[config.mk]
export PLATFORM = sky130hd
export DESIGN_NAME = updi_tx
export DESIGN_NICKNAME = d
export VERILOG_FILES = /design/src/rtl/updi_pkg.sv /design/src/rtl/updi_baud_gen.sv /design/src/rtl/updi_tx.sv
export SDC_FILE = /design/constraint.sdc
export NUM_CORES = 1
export LEC_CHECK = 0
export ABC_AREA = 1
export BUFFER_PORTS_ARGS = -buffer_cell sky130_fd_sc_hd__buf_4
export CAP_MARGIN = 20
export CORE_MARGIN = 2
export CORE_UTILIZATION = 50
export CTS_CLUSTER_DIAMETER = 80
export DETAILED_ROUTE_END_ITERATION = 10
export PLACE_DENSITY_LB_ADDON = 0.25
export SLEW_MARGIN = 10
export SYNTH_ARGS = -nofsm -noshare
export SYNTH_HDL_FRONTEND = slang
export SYNTH_SLANG_ARGS = --single-unit
[constraint.sdc]
create_clock -name i_clk -period 1.98 [get_ports i_clk]
set_input_delay 0.198 -clock i_clk [delete_from_list [all_inputs] [get_ports i_clk]]
set_output_delay 0.198 -clock i_clk [all_outputs]
set_load 0.01 [all_outputs]
[src/rtl/updi_pkg.sv]
// Shared UPDI definitions: FSM states, 12-bit frame layout and frame helpers
// used by the transmitter and the command generator.
package updi_pkg;

  typedef enum logic [1:0] {
    ST_IDLE  = 2'd0,
    ST_SHIFT = 2'd1,
    ST_TURN  = 2'd2,
    ST_BREAK = 2'd3
  } updi_state_e;

  localparam int          FRAME_BITS   = 12;
  localparam int          POS_START    = 11;
  localparam int          POS_D_LSB    = 3;
  localparam int          POS_PARITY   = 2;
  localparam int          POS_STOP_LSB = 0;
  localparam logic [3:0]  LAST_BIT_IDX = 4'd11;
  localparam logic [7:0]  SYNC_BYTE    = 8'h55;

  function automatic logic [FRAME_BITS-1:0] make_frame(input logic [7:0] b);
    return {1'b0, b, ^b, 2'b11};
  endfunction

  function automatic logic [FRAME_BITS-1:0] make_sync_frame();
    return make_frame(SYNC_BYTE);
  endfunction

  function automatic logic frame_ok(input logic [FRAME_BITS-1:0] f);
    return (f[POS_START] == 1'b0) &&
           (f[POS_STOP_LSB +: 2] == 2'b11) &&
           (f[POS_PARITY] == ^f[POS_D_LSB +: 8]);
  endfunction

  // Reorders a frame into line order (start, D0..D7, parity, stop, stop), MSB first.
  function automatic logic [FRAME_BITS-1:0] frame_to_wire(input logic [FRAME_BITS-1:0] f);
    logic [FRAME_BITS-1:0] w;
    w[FRAME_BITS-1] = f[POS_START];
    for (int i = 0; i < 8; i++) begin
      w[FRAME_BITS-2-i] = f[POS_D_LSB+i];
    end
    w[2]   = f[POS_PARITY];
    w[1:0] = f[POS_STOP_LSB +: 2];
    return w;
  endfunction

endpackage

[src/rtl/updi_baud_gen.sv]
// Bit-time tick generator: counts 0..CLK_DIV-1 and ticks on the last count.
// A synchronous restart aligns the bit grid to the start of a new bit.
module updi_baud_gen #(
  parameter int CLK_DIV = 16
) (
  input  logic i_clk,
  input  logic i_rst,
  input  logic i_restart,
  output logic o_tick
);

  localparam int            CW   = (CLK_DIV > 1) ? $clog2(CLK_DIV) : 1;
  localparam logic [CW-1:0] LAST = CW'(CLK_DIV - 1);

  logic [CW-1:0] r_cnt;

  // NOTE: sequential state uses non-blocking assignments so every register
  // samples pre-edge values regardless of statement order.
  always_ff @(posedge i_clk or negedge i_rst) begin
    if (!i_rst) begin
      r_cnt <= '0;
    end else if (i_restart || (r_cnt == LAST)) begin
      r_cnt <= '0;
    end else begin
      r_cnt <= r_cnt + CW'(1);
    end
  end

  assign o_tick = (r_cnt == LAST);

endmodule

[src/rtl/updi_tx.sv]
// UPDI transmitter: one-entry holding register, 12-bit frame shifter,
// turnaround before releasing the line, and BREAK generation.
module updi_tx
  import updi_pkg::*;
#(
  parameter int CLK_DIV    = 16,
  parameter int BREAK_BITS = 24
) (
  input  logic                  i_clk,
  input  logic                  i_rst,
  input  logic [FRAME_BITS-1:0] i_data,
  input  logic                  i_valid,
  output logic                  o_ready,
  input  logic                  i_trans_en,
  input  logic                  i_break,
  output logic                  o_tx,
  output logic                  o_tx_oe,
  output logic                  o_done,
  output logic                  o_frame_err
);

  localparam int            BW      = $clog2(BREAK_BITS + 1);
  localparam logic [BW-1:0] BRK_END = BW'(BREAK_BITS);

  updi_state_e           r_state, w_state_nxt;
  logic                  r_hold_vld;
  logic [FRAME_BITS-1:0] r_hold_data;
  logic                  r_hold_last;
  logic [FRAME_BITS-1:0] r_shift;
  logic [3:0]            r_bit_cnt;
  logic                  r_last;
  logic                  r_brk_pend;
  logic [BW-1:0]         r_brk_cnt;
  logic                  r_oe;
  logic                  r_done;
  logic                  r_ferr;

  logic w_tick, w_accept, w_frame_ok, w_brk_req, w_flush;
  logic w_load, w_shift, w_restart, w_oe_nxt, w_done_nxt, w_brk_go, w_brk_step;

  updi_baud_gen #(.CLK_DIV(CLK_DIV)) u_baud (
    .i_clk     (i_clk),
    .i_rst     (i_rst),
    .i_restart (w_restart),
    .o_tick    (w_tick)
  );

  assign o_ready    = !r_hold_vld && (r_state != ST_BREAK) && !r_brk_pend;
  assign w_accept   = i_valid && o_ready;
  assign w_frame_ok = frame_ok(i_data);
  assign w_brk_req  = i_break || r_brk_pend;
  // A pending or active BREAK owns the line, so any held frame is dropped.
  assign w_flush    = r_brk_pend || (r_state == ST_BREAK) || w_brk_go;

  // NOTE: every signal gets a default before the case so no latch is inferred.
  always_comb begin
    w_state_nxt = r_state;
    w_load      = 1'b0;
    w_shift     = 1'b0;
    w_restart   = 1'b0;
    w_oe_nxt    = r_oe;
    w_done_nxt  = 1'b0;
    w_brk_go    = 1'b0;
    w_brk_step  = 1'b0;
    unique case (r_state)
      ST_IDLE: begin
        if (w_brk_req) begin
          w_state_nxt = ST_BREAK;
          w_brk_go    = 1'b1;
          w_restart   = 1'b1;
          w_oe_nxt    = 1'b1;
        end else if (r_hold_vld) begin
          w_state_nxt = ST_SHIFT;
          w_load      = 1'b1;
          w_restart   = 1'b1;
          w_oe_nxt    = 1'b1;
        end
      end
      ST_SHIFT: begin
        if (w_tick) begin
          if (r_bit_cnt != LAST_BIT_IDX) begin
            w_shift = 1'b1;
          end else if (r_hold_vld) begin
            w_load    = 1'b1;
            w_restart = 1'b1;
          end else if (r_last) begin
            w_state_nxt = ST_TURN;
            w_restart   = 1'b1;
          end else begin
            w_state_nxt = ST_IDLE;
          end
        end
      end
      ST_TURN: begin
        if (w_tick) begin
          w_state_nxt = ST_IDLE;
          w_oe_nxt    = 1'b0;
          w_done_nxt  = 1'b1;
        end
      end
      ST_BREAK: begin
        if (w_tick) begin
          if (r_brk_cnt == BRK_END) begin
            w_state_nxt = ST_IDLE;
            w_oe_nxt    = 1'b0;
            w_done_nxt  = 1'b1;
          end else begin
            w_brk_step = 1'b1;
          end
        end
      end
      default: w_state_nxt = ST_IDLE;
    endcase
  end

  always_ff @(posedge i_clk or negedge i_rst) begin
    if (!i_rst) begin
      r_state <= ST_IDLE;
      r_oe    <= 1'b0;
      r_done  <= 1'b0;
      r_ferr  <= 1'b0;
    end else begin
      r_state <= w_state_nxt;
      r_oe    <= w_oe_nxt;
      r_done  <= w_done_nxt;
      r_ferr  <= w_accept && !w_frame_ok;
    end
  end

  always_ff @(posedge i_clk or negedge i_rst) begin
    if (!i_rst) begin
      r_hold_vld  <= 1'b0;
      r_hold_data <= '0;
      r_hold_last <= 1'b0;
    end else begin
      if (w_load || w_flush) begin
        r_hold_vld <= 1'b0;
      end
      if (w_accept && w_frame_ok) begin
        r_hold_vld  <= 1'b1;
        r_hold_data <= i_data;
        r_hold_last <= i_trans_en;
      end
    end
  end

  always_ff @(posedge i_clk or negedge i_rst) begin
    if (!i_rst) begin
      r_shift   <= '1;
      r_bit_cnt <= '0;
      r_last    <= 1'b0;
    end else if (w_load) begin
      r_shift   <= frame_to_wire(r_hold_data);
      r_bit_cnt <= '0;
      r_last    <= r_hold_last;
    end else if (w_shift) begin
      r_shift   <= {r_shift[FRAME_BITS-2:0], 1'b1};
      r_bit_cnt <= r_bit_cnt + 4'd1;
    end
  end

  always_ff @(posedge i_clk or negedge i_rst) begin
    if (!i_rst) begin
      r_brk_pend <= 1'b0;
      r_brk_cnt  <= '0;
    end else begin
      if (w_brk_go) begin
        r_brk_pend <= 1'b0;
      end else if (i_break) begin
        r_brk_pend <= 1'b1;
      end
      if (w_brk_go) begin
        r_brk_cnt <= '0;
      end else if (w_brk_step) begin
        r_brk_cnt <= r_brk_cnt + BW'(1);
      end
    end
  end

  always_comb begin
    o_tx = 1'b1;
    unique case (r_state)
      ST_SHIFT: o_tx = r_shift[FRAME_BITS-1];
      ST_BREAK: o_tx = (r_brk_cnt == BRK_END);
      default:  o_tx = 1'b1;
    endcase
  end

  assign o_tx_oe     = r_oe;
  assign o_done      = r_done;
  assign o_frame_err = r_ferr;

endmodule

==> run_results.csv <==
group,metric,value,unit
run,cap_violations,0,
finish,fill_cells,423,
clock_tree,cts_root_buf,"clkbuf_8",
placed_design,gp_congestion,0.7986,
die,io_pins,22,
detailed_routing,drt_iter0_drc,106,
setup_path,cp_max_fo,14,
setup_path,start_kind,"flip-flop",
finish,finalInstanceArea,0.002666,sq mm
detailed_routing,vias,1902,
setup_path,crit_top_cell,"nand2_1",
die,dieArea,0.005309,sq mm
global_route,gr-total-overflow,0,
global_route,grt_max_degree,47,
finish,final_common_cell,"nand2_1",
placed_design,dp.cells,354,
clock_tree,htree_levels,2,
synth,synth-warning-count,0,
sta,setup_viol,0,
clock_tree,cts_made_buffers,5,
placed_design,place_hpwl,3265,microns
clock_tree,cts_tree,"yes",
sta,min_period,1.811,ns
placed_design,dpl_cell_area,0.002560,sq mm
sta,hold_viol,0,
finish,finalNetCount,333,
finish,area_delta_synth_final,12.45,%
detailed_routing,first_pass_iters,4,
sta,relSlewSlack,62.96,%
detailed_routing,wl_per_cell,12.25,microns
sta,finalSetupTns,0,ns
setup_path,critical_path_class,"flip-flop to flip-flop",
clock_tree,cts_max_path_buffers,2,
setup_path,cp-end-kind,"flip-flop",
power,irDropWorstVdd,0.0005551,V
global_route,grt_pass1_wl,7679,microns
synth,synth.net_count,309,
finish,antenna_cells,0,
die,fp.dieW,72.86,microns
power,leakage,1.346,nW
finish,final_cell_mix,"nand2_1 (90), dfrtp_1 (34), nand3_1 (31)",
placed_design,port_buffers,21,
detailed_routing,ant_nets,0,
synth,syn_inst,284,
global_route,grt_pass1_vias,1702,
sta,period_share,91.46,%
sta,fmax,552.2,MHz
finish,instances_no_fill,363,
sta,drv_slew,0,
setup_path,cp.arrival,2.00,ns
power,p_per_area,1080,mW/mm^2
clock_tree,post-cts-setup-buffer-count,0,
synth,synth_cell_types,34,
synth,yosysSeqAreaShare,49.18,%
synth,ys_ff_latch,46,
sta,worst_pin_slew,0.5557,ns
detailed_routing,drc,0,
sta,holdWs,0.1462,ns
die,core.rowCount,25,
sta,rsz0062_at_grt,"no",
detailed_routing,wl,4447,microns
clock_tree,clkTransAtPathRegs,0.08,ns
detailed_routing,viasPerCell,5.240,
global_route,track_usage,18.84,%
setup_path,cp_slowest_cell,"dfrtp_1",
die,initial_core_util,50.87,%
clock_tree,cts_sinks,46,
power,total_power,2.880,mW
setup_path,worst_path_largest_cell_delay,0.42,ns
finish,drive_gt1_share,18.77,%
clock_tree,clkLatencyLatePin,0.31,ns
setup_path,worstPathRequired,2.17,ns
global_route,grt_antenna_before_repair,0,
sta,skew,0.01079,ns
synth,syn_area_per_cell,8.349,sq um
synth,synth.cell_area,0.002371,sq mm
die,core,0.004661,sq mm
setup_path,path_cells,"ha_1 -> nor3_2 -> and2_2 -> nand3_4 -> nand2_1 -> nand2_1",
outcome,outcome,"complete, no violations",
die,dieHeight,72.86,microns
min_path,min_path_type,"primary input to flip-flop",
[area by class of cell]
| type | count | area (sq um) | area share, % |
|---|---|---|---|
| repair buffers | 26 | 197.7 | 7.414 |
| clock inverters | 3 | 25.02 | 0.9385 |
| flip-flops and latches | 46 | 1166 | 43.74 |
| inverters | 29 | 108.9 | 4.083 |
| well taps | 54 | 67.56 | 2.534 |
| multi-input cells | 200 | 1032 | 38.71 |
| clock buffers | 5 | 68.82 | 2.581 |
[logic make-up after synthesis]
| logic type | Yosys count | synth area share (%) |
|---|---|---|
| flip-flops | 46 | 49.18 |
| adder cells (fa/ha/maj) | 8 | 4.222 |
| AO/OA/AOI/OAI | 24 | 5.963 |
| XOR/XNOR | 7 | 2.586 |
| AND/OR/NAND/NOR | 161 | 30.66 |
| buffers and inverters | 38 | 7.387 |
[per-layer routing]
layer	global-route usage (%)	vias to the layer above	part of all wire, %
li1	-	969	-
met1	26.90	881	51
met2	27.98	46	43
met3	5.110	6	4.7
met4	6.173	0	1.4
met5	0	-	0
[power breakdown]
group	switching, mW	internal (mW)
sequential	0.167	1.20
combinational	0.559	0.371
clock	0.330	0.255
total	1.06	1.82
[state kept, by name (all words and copies together), names as in the netlist, 2 cells and up]
register,count
r_shift,12
r_bit_cnt,4
r_hold_data,12
r_brk_cnt,5
r_state,2
u_baud.r_cnt,4
[worst paths after layout]
kind	start	to	slack [ns]	cells after the start
min in group asynchronous	i_rst	u_baud.r_cnt[2]$_DFF_PN0_	0.42	2
min	i_trans_en	r_hold_last$_DFFE_PN0P_	0.15	3
min reg2reg	r_hold_data[11]$_DFFE_PN0P_	r_hold_data[11]$_DFFE_PN0P_	0.48	2
max	r_state[0]$_DFFE_PN0P_	r_hold_last$_DFFE_PN0P_	0.17	6
max reg2reg	r_state[0]$_DFFE_PN0P_	r_hold_last$_DFFE_PN0P_	0.17	6
max in group asynchronous	i_rst	u_baud.r_cnt[3]$_DFF_PN0_	1.17	2
[synthesized netlist by cell type]
cell	n	share of area, %
o21ai_0	6	1.3
clkbuf_2	1	0.21
nor3_2	1	0.42
a31oi_1	1	0.26
nor3b_1	2	0.63
dfstp_2	12	13
a21oi_1	9	1.9
nor4_1	1	0.26
xor2_1	5	1.8
ha_1	8	4.2
o21ai_1	2	0.42
a21boi_0	1	0.32
clkbuf_1	1	0.16
buf_2	1	0.21
nor3_1	1	0.21
inv_1	25	4.0
inv_2	4	0.63
a31oi_2	1	0.53
xnor2_1	2	0.74
nand3_4	1	0.74
nand2_2	2	0.53
buf_4	4	1.3
o31ai_1	2	0.63
buf_6	2	0.95
nand3_1	31	6.5
nand2_1	90	14
nand3b_1	1	0.32
nand4_1	12	3.2
o211ai_1	2	0.63
nor2_2	1	0.26
nor2_4	1	0.47
dfrtp_1	34	36
and2_2	1	0.32
nor2_1	16	2.5
[per-stage QoR]
stage | setup slack (ns) | utilization [%]
3_5_place_dp | 0.09734 | 54.93
6_report | 0.1692 | 57.21
5_1_grt | 0.01395 | 57.21
3_3_place_gp | 0.1465 | 54.93
2_1_floorplan | 0.3260 | -
4_1_cts | 0.08092 | 57.15
[worst max-delay path: cells and delay by family, from the launching register on]
kind,cells,cell delay [ns]
adders and majority gates,1,0.32
and+or+nand+nor,5,0.96
DFF,1,0.42
[repair_timing]
action | CTS | global route
resized for setup | 0 | 1
hold buffers | 1 | 0
endpoints found under the setup margin | 0 | 8
hold endpoints to repair | 34 | 0
No activity file was read; power rests on OpenSTA's default activity.
